==> src/rtl/rnd_source_hpc3.sv <==
// Seeded 128-bit LFSR randomness source feeding HPC3 gadget r ports, one RW-bit word per handshake.
// Optional repetition health check compiled in with RND_HEALTH_CHECK_EN.
module rnd_source_hpc3 #(
    parameter int security_order = 1,
    parameter int WARMUP = 128,
    localparam int half_rnd = security_order * (security_order + 1) / 2,
    localparam int RW = 2 * half_rnd
) (
    input  logic          clk,
    input  logic          rst_n,
    input  logic          seed_start,
    input  logic          seed_valid,
    input  logic [31:0]   seed_word,
    output logic [RW-1:0] r,
    output logic          r_valid,
    input  logic          r_ready,
    output logic          busy,
    output logic          err
);
    localparam int CW = $clog2(WARMUP + 1);

    if (RW > 128 || RW < 1) begin : g_rw_check
        $error("rnd_source_hpc3: RW=%0d must be within 1..128", RW);
    end
    if (WARMUP < 1) begin : g_warmup_check
        $error("rnd_source_hpc3: WARMUP must be at least 1");
    end

    typedef enum logic [1:0] {ST_UNSEEDED, ST_SEED, ST_WARMUP, ST_RUN} state_t;

    state_t         state;
    logic [127:0]   s;
    logic [1:0]     wcnt;
    logic [CW-1:0]  ccnt;
    logic [127:0]   s_adv;
    logic [127:0]   s_seed;

    // One advance = RW single LFSR steps, unrolled into one cycle.
    function automatic logic [127:0] advance(input logic [127:0] v);
        logic [127:0] t;
        t = v;
        for (int i = 0; i < RW; i++)
            t = {t[126:0], t[127] ^ t[125] ^ t[100] ^ t[98]};
        return t;
    endfunction

    assign s_adv  = advance(s);
    assign s_seed = {s[95:0], seed_word};

`ifdef RND_HEALTH_CHECK_EN
    logic [2:0] rep;
`else
    assign err = 1'b0;
`endif

    always_ff @(posedge clk or negedge rst_n) begin
        if (!rst_n) begin
            state   <= ST_UNSEEDED;
            s       <= '0;
            wcnt    <= '0;
            ccnt    <= '0;
            r       <= '0;
            r_valid <= 1'b0;
            busy    <= 1'b0;
`ifdef RND_HEALTH_CHECK_EN
            rep     <= '0;
            err     <= 1'b0;
`endif
        end else if (seed_start) begin
            // A reseed always shifts in four fresh words, so S needs no advance here.
            state   <= ST_SEED;
            wcnt    <= '0;
            ccnt    <= '0;
            r_valid <= 1'b0;
            busy    <= 1'b1;
`ifdef RND_HEALTH_CHECK_EN
            rep     <= '0;
            err     <= 1'b0;
`endif
        end else begin
            case (state)
                ST_SEED: begin
                    if (seed_valid) begin
                        wcnt <= wcnt + 2'd1;
                        if (wcnt == 2'd3) begin
                            // An all-zero LFSR would lock up; force a single set bit.
                            s     <= (s_seed == '0) ? 128'd1 : s_seed;
                            state <= ST_WARMUP;
                        end else begin
                            s <= s_seed;
                        end
                    end
                end
                ST_WARMUP: begin
                    s    <= s_adv;
                    ccnt <= ccnt + CW'(1);
                    if (ccnt == CW'(WARMUP - 1)) begin
                        state   <= ST_RUN;
                        r       <= s_adv[RW-1:0];
                        r_valid <= 1'b1;
                        busy    <= 1'b0;
                    end
                end
                ST_RUN: begin
                    if (r_valid && r_ready) begin
                        s <= s_adv;
                        r <= s_adv[RW-1:0];
`ifdef RND_HEALTH_CHECK_EN
                        if (s_adv[RW-1:0] == r) begin
                            rep <= rep + 3'd1;
                            if (rep == 3'd2) begin
                                err     <= 1'b1;
                                r_valid <= 1'b0;
                            end
                        end else begin
                            rep <= '0;
                        end
`endif
                    end
                end
                default: ;
            endcase
        end
    end
endmodule

==> config.mk <==
export PLATFORM = sky130hd
export DESIGN_NAME = rnd_source_hpc3
export DESIGN_NICKNAME = d
export VERILOG_FILES = /design/src/rtl/rnd_source_hpc3.sv
export SDC_FILE = /design/constraint.sdc
export NUM_CORES = 1
export LEC_CHECK = 0
export BUFFER_PORTS_ARGS = -buffer_cell sky130_fd_sc_hd__buf_2
export CAP_MARGIN = 15
export CORE_UTILIZATION = 40
export CTS_CLUSTER_SIZE = 10
export DETAILED_ROUTE_END_ITERATION = 10
export PLACE_DENSITY = 0.55
export SYNTH_ARGS = -nofsm -noshare
export SYNTH_HDL_FRONTEND = slang
export SYNTH_SLANG_ARGS = --single-unit
==> constraint.sdc <==
create_clock -name clk -period 1.47 [get_ports clk]
set_input_delay 0.147 -clock clk [delete_from_list [all_inputs] [get_ports clk]]
set_output_delay 0.147 -clock clk [all_outputs]
set_load 0.1 [all_outputs]
==> flow_summary.json, run 1 <==
{
  "min_period_ns": 1.62,
  "synth_ff_type": "dfrtp_1",
  "cp_top_family": "simple AND/OR/NAND/NOR gates",
  "synth_edf_count": 0,
  "dp.final_hpwl_mm": 14.3,
  "ant_nets": 0,
  "drt_iter0_markers": 340,
  "p_leak_nw": 3.92,
  "arrival_ns": 1.96,
  "num_io_pins": 42,
  "yosysUniqueCellTypes": 35,
  "dieArea_um2": 19100,
  "total_power_mw": 16.1,
  "ys_seq_area_share_pct": 48.4,
  "use_met1_pct": 30.7,
  "cp_num_cells": 5,
  "postSynthCellCount": 683,
  "yosysTopAreaCell": "dfrtp_1",
  "synthTopCellsByArea": "dfrtp_1 48%, mux2i_1 17%, a21oi_2 12%",
  "gr-usage-met3_pct": 3.98,
  "dpl.cell_count": 1037,
  "path_class": "register to register",
  "place.port_buffers": 40,
  "rr_endpoint": "s[0]",
  "postSynth.asyncResetShare_pct": 100,
  "avgRoutedWirePerCell_um": 19.6,
  "viasPerCell": 5.32,
  "area_growth_pct": 42.7,
  "fin_nets": 899,
  "path_buf_inv": 0,
  "antenna_found_initial": 0,
  "synth_top_area_share_pct": 48.4,
  "grt_pass1_wl_mm": 32.6,
  "period_share_pct": 110,
  "setup_slack_ns": -0.147,
  "startpoint": "s[79]",
  "worst_pin_slew_ns": 0.494,
  "gp_congestion": 0.856,
  "peakVddDrop_mv": 0.878,
  "rsz0062_at_grt": "true",
  "rr_startpoint": "s[79]",
  "finalMaxSlewViolations": 0,
  "synth.avg_cell_area_um2": 10.9,
  "fin_tns_setup_ns": -7.37,
  "finalSetupViolations": 127,
  "fill_cells": 1484,
  "cts_tree": "built",
  "yosysWarnings": 0,
  "layout.cells.non_filler": 1102,
  "htree_levels": 4,
  "via_count": 5861,
  "coreArea_um2": 18100,
  "cts.clk_slew.worst_paths_ns": 0.06,
  "skew_ns": 0.00917,
  "grt_pass1_vias": 5799,
  "drive_gt1_share_pct": 50.2,
  "syn-num-nets": 722,
  "start_util_pct": 41.1,
  "crit_chain": "nor4_1 > nand4_1 > nor4_1 > a311oi_1 > o22ai_1",
  "outcome": "finished with violations",
  "max_stage_delay_ns": 0.46,
  "violations": "negative setup slack",
  "grt_max_degree": 46,
  "crit_top_cell": "nor4_1",
  "mappedNetlistArea_um2": 7440,
  "max_cap_viol_count": 0,
  "finalWirelength_mm": 21.6,
  "max_slew_margin_pct": 66.8,
  "hold_violations": 0,
  "required_ns": 1.82,
  "clk_latency_ns": 0.43,
  "endpoint": "s[0]",
  "synth_seq_cells": 144,
  "rrSetupSlack_ns": -0.15,
  "cts_buffers": 17,
  "overflow": 0,
  "clockRootBuffer": "clkbuf_16",
  "crit_slowest_cell": "nor4_1",
  "end_kind": "register",
  "track_usage_pct": 22.2,
  "hp-class": "primary input to register",
  "final_area_um2": 10600,
  "r2r_cells": 5,
  "dr.pass1.iters": 5,
  "clock_sinks": 144,
  "die_height_um": 138,
  "met2_usage_pct": 35.1,
  "post-route-drc-count": 0,
  "antenna_cells": 0,
  "clock.fmax_mhz": 618,
  "grt_busiest_layer": "met2",
  "start_kind": "register",
  "placed_cell_area_um2": 8830,
  "critPathMaxFanout": 2,
  "die_x_um": 138,
  "rows": 49,
  "p_per_area_nw_per_um2": 1520,
  "clock_path_buffers": 2
}
[placed cells by master, fill, tap and decap left out, types with 3 or more instances in the layout]
| master | synthesis | final |
|---|---|---|
| o21ai_0 | 4 | 3 |
| clkbuf_8 | 0 | 4 |
| xor2_1 | 5 | 4 |
| mux2i_1 | 128 | 126 |
| buf_12 | 0 | 19 |
| nor2_1 | 141 | 68 |
| nor4_1 | 31 | 26 |
| buf_8 | 0 | 6 |
| xnor2_1 | 7 | 7 |
| nand2_1 | 11 | 9 |
| buf_2 | 9 | 38 |
| buf_16 | 0 | 10 |
| nor2_2 | 0 | 49 |
| dfrtp_1 | 144 | 141 |
| a21oi_1 | 31 | 22 |
| nand4_1 | 10 | 10 |
| nor4_2 | 0 | 5 |
| clkbuf_16 | 0 | 31 |
| a21oi_2 | 99 | 108 |
| clkinvlp_4 | 0 | 3 |
| nor2_4 | 0 | 24 |
| clkinv_2 | 0 | 3 |
| buf_4 | 13 | 107 |
| buf_6 | 18 | 9 |
[worst register-to-register path: cells and delay by family, from the launching register on]
kind	cells	cell delay [ns]
flops	1	0.39
simple gates	3	0.91
compound gates	2	0.25
[power by group]
| group | internal, mW | total [mW] | switching (mW) |
|---|---|---|---|
| combinational | 2.90 | 5.70 | 2.80 |
| sequential | 5.12 | 6.09 | 0.972 |
| clock | 2.67 | 4.35 | 1.68 |
[repair_timing]
| action | CTS | global route |
|---|---|---|
| endpoints found under the setup margin | 134 | 135 |
| gates cloned | 7 | 16 |
| setup buffers | 7 | 4 |
| hold endpoints to repair | 144 | 0 |
| resized for setup | 52 | 98 |
| pin swaps | 2 | 8 |
| hold buffers | 1 | 0 |
[metrics by stage]
| stage | util, % | hold slack, ns | setup slack (ns) |
|---|---|---|---|
| floorplan | - | -0.149 | -0.0619 |
| global placement | 48.8 | 0.0499 | -0.237 |
| detailed placement | 48.8 | 0.0533 | -0.238 |
| CTS | 54.6 | 0.0319 | -0.114 |
| global route | 58.7 | 0.0379 | -0.283 |
| finish | 58.7 | 0.0407 | -0.147 |
[worst min path at each step]
stage | from | endpoint | slack [ns] | cells after the start
floorplan | rst_n | busy | -0.15 | 0
global placement | rst_n | ccnt[0] | 0.05 | 1
detailed placement | rst_n | ccnt[2] | 0.05 | 1
CTS | seed_word[21] | s[21] | 0.03 | 3
global route | seed_word[21] | s[21] | 0.04 | 3
finish | seed_word[21] | s[21] | 0.04 | 3
[routing by layer]
layer | part of all wire (%) | routed length (µm) | vias to the layer above
met2 | 48 | 10300 | 123
met4 | 2.3 | 503 | 0
met5 | 0 | 0 | -
met1 | 47 | 10100 | 2920
met3 | 3.5 | 754 | 30
li1 | - | - | 2788
[state kept, by name, summed over array words and instances (netlist names)]
signal	cells
r	2
ccnt	8
state	2
busy	1
wcnt	2
s	128
r_valid	1
[cells in the mapped netlist (6+ instances only)]
| cell | count |
|---|---|
| nand2_1 | 11 |
| buf_2 | 9 |
| nand4_1 | 10 |
| buf_6 | 18 |
| nor2_1 | 141 |
| a21oi_2 | 99 |
| mux2i_1 | 128 |
| a21oi_1 | 31 |
| buf_4 | 13 |
| nor4_1 | 31 |
| dfrtp_1 | 144 |
| clkbuf_1 | 6 |
| xnor2_1 | 7 |
[logic make-up (layout without fill, tap and decap cells)]
group,after synthesis,after routing,share of synthesized area (%)
xor gates and xnor gates,12,12,1.41
adders and majority gates,2,2,0.336
muxes,129,129,17.4
DFF,144,144,48.4
other,1,1,0.0504
AOI/OAI and AO/OA,142,142,15.0
buffers and inverters,48,238,5.05
and+or+nand+nor,205,205,12.4
[layout make-up]
| type | instances | area, µm² | share of cell area (%) |
|---|---|---|---|
| flip-flops and latches | 144 | 3610 | 34.0 |
| inverters | 2 | 7.51 | 0.0707 |
| multi-input cells | 491 | 3910 | 36.9 |
| clock buffers | 23 | 488 | 4.60 |
| repair buffers | 204 | 2200 | 20.7 |
| clock inverters | 9 | 106 | 1.00 |
| well taps | 229 | 287 | 2.70 |
Power figures use the tool's default switching activity.
==> run 2, diff against run 1 <==
--- a/config.mk
+++ b/config.mk
@@ -7,10 +7,11 @@
 export LEC_CHECK = 0
 export BUFFER_PORTS_ARGS = -buffer_cell sky130_fd_sc_hd__buf_2
 export CAP_MARGIN = 15
-export CORE_UTILIZATION = 40
+export CORE_UTILIZATION = 30
 export CTS_CLUSTER_SIZE = 10
 export DETAILED_ROUTE_END_ITERATION = 10
-export PLACE_DENSITY = 0.55
+export GPL_TIMING_DRIVEN = 0
+export PLACE_DENSITY = 0.44
 export SYNTH_ARGS = -nofsm -noshare
 export SYNTH_HDL_FRONTEND = slang
 export SYNTH_SLANG_ARGS = --single-unit
==> constraint.sdc (replaced) <==
create_clock -name clk -period 1.47 [get_ports clk]
set_input_delay 0.294 -clock clk [delete_from_list [all_inputs] [get_ports clk]]
set_output_delay 0.294 -clock clk [all_outputs]
set_load 0.1 [all_outputs]
==> run 2 against run 1 <==
  * The flow still finishes with violations (negative setup slack)
  * Sequential power grew 12%
  * Maximum frequency up 1.6%
  * Cell count is 0.91% higher
==> flow_summary.json, run 2 (synthesis results as in run 1) <==
{
  "seq_area_um2": 3610,
  "required_ns": 1.83,
  "min_period_ns": 1.59,
  "placed_cell_area_um2": 8160,
  "start_util_pct": 30.6,
  "r2r_cells": 8,
  "grt_busiest_layer": "met2",
  "drive_gt1_share_pct": 46.7,
  "worstHoldEndpoint": "ccnt[5]",
  "clock_path_buffers": 2,
  "critPathMaxFanout": 8,
  "overflow": 0,
  "violations": "negative setup slack",
  "via_count": 5496,
  "setup_slack_ns": -0.122,
  "rr_endpoint": "s[11]",
  "fin_util_pct": 41.2,
  "final_area_um2": 10000,
  "hp-start": "seed_start",
  "hp-class": "primary input to register",
  "coreArea_um2": 24300,
  "rr_startpoint": "state[1]",
  "layout_common_cells": "141 x dfrtp_1, 127 x mux2i_1, 115 x a21oi_2",
  "multi_input_area_um2": 4020,
  "hold_violations": 0,
  "p_per_area_nw_per_um2": 1550,
  "clock_sinks": 144,
  "period_share_pct": 108,
  "arrival_ns": 1.95,
  "rrSetupSlack_ns": -0.12,
  "finalSetupViolations": 130,
  "finalMaxSlewViolations": 0,
  "dr.pass1.iters": 4,
  "antenna_found_initial": 0,
  "htree_levels": 4,
  "fin_nets": 814,
  "cts_buffers": 17,
  "largestRegisters": "s (128), ccnt (8)",
  "gr-usage-met3_pct": 3.36,
  "cts_tree": "built",
  "p_leak_nw": 3.50,
  "dieArea_um2": 25400,
  "end_kind": "register",
  "max_flop_register": "s",
  "track_usage_pct": 17.6,
  "cts.clk_slew.worst_paths_ns": 0.06,
  "rsz0062_at_grt": "true",
  "met2_usage_pct": 29.5,
  "gp_congestion": 0.760,
  "finalWirelength_mm": 22.4,
  "viasPerCell": 4.94,
  "dp.final_hpwl_mm": 15.8,
  "max_cap_viol_count": 0,
  "final_common_cell": "dfrtp_1",
  "fill_cells": 2302,
  "skew_ns": 0.00685,
  "grt_pass1_wl_mm": 33.8,
  "max_slew_margin_pct": 49.9,
  "antenna_cells": 0,
  "worst_pin_slew_ns": 0.745,
  "avgRoutedWirePerCell_um": 20.2,
  "rows": 57,
  "outcome": "finished with violations",
  "use_met1_pct": 22.6,
  "whs_path_depth": 2,
  "ant_nets": 0,
  "peakVddDrop_mv": 0.876,
  "clk_latency_ns": 0.42,
  "start_kind": "register",
  "die_height_um": 159,
  "drt_iter0_markers": 315,
  "num_io_pins": 42,
  "place.port_buffers": 40,
  "path_class": "register to register",
  "die_x_um": 159,
  "post-route-drc-count": 0,
  "area_growth_pct": 34.6,
  "largest_register_ff_count": 128,
  "grt_max_degree": 75,
  "clockRootBuffer": "clkbuf_16",
  "clock.fmax_mhz": 628,
  "grt_pass1_vias": 5665
}
-- run 2: area by class of cell --
type                    count  share of cell area [%]
inverters                   2                  0.0750
well taps                 324                    4.05
repair buffers             74                    7.66
clock inverters            13                    2.11
flip-flops and latches    144                    36.1
clock buffers              19                    4.32
plain buffers              45                    5.60
multi-input cells         491                    40.1
-- run 2: worst max path at each step --
stage	endpoint	slack (ns)	start	depth (start not counted)
after floorplan	s[1]	-0.06	r_valid	5
after global placement	r_valid	-2.59	rst_n	1
after detailed placement	s[0]	-0.38	seed_word[16]	6
after CTS	s[106]	-0.16	state[0]	9
after global routing	s[66]	-0.20	state[1]	8
final	s[11]	-0.12	state[1]	8
-- run 2: worst max-delay path, stage by stage, from the launching register on --
cell       delay, ns
dfrtp_1         0.37
buf_6           0.14
nand3b_4        0.17
a21oi_4         0.17
buf_12          0.17
clkbuf_16       0.19
clkbuf_16       0.17
nor2_4          0.04
a21oi_2         0.09
-- run 2: where the power goes --
group / leakage (nW) / switching, mW / internal [mW]
combinational: 1.64 / 1.91 / 1.99
clock: 0.311 / 1.76 / 3.02
sequential: 1.54 / 1.74 / 5.11
total: 3.50 / 5.42 / 10.1
-- run 2: layer usage --
| layer | wire length [µm] | up-vias |
|---|---|---|
| li1 | - | 2608 |
| met1 | 10200 | 2775 |
| met5 | 0 | - |
| met2 | 11200 | 88 |
| met3 | 571 | 25 |
| met4 | 457 | 0 |
-- run 2: through the flow --
step | instances | total power, mW | worst slack, ns | TNS [ns] | hold slack (ns)
2_1_floorplan | 683 | 8.58 | -0.0619 | -3.18 | -0.00159
3_3_place_gp | 1047 | 9.80 | -2.59 | -324.39 | 0.480
3_5_place_dp | 1048 | 9.90 | -0.377 | -29.12 | 0.363
4_1_cts | 1086 | 14.9 | -0.156 | -16.64 | 0.118
5_1_grt | 1112 | 16.4 | -0.202 | -19.97 | 0.131
6_report | 1112 | 15.5 | -0.122 | -12.29 | 0.137
-- run 2: repair_timing --
item                                    CTS  global route
hold buffers                              1             0
buffers inserted                          3            15
endpoints found under the hold margin    70             0
gates cloned                              2            12
endpoints found under the setup margin  139           139
pin swaps                                 1            15
gates resized for setup                  50           148
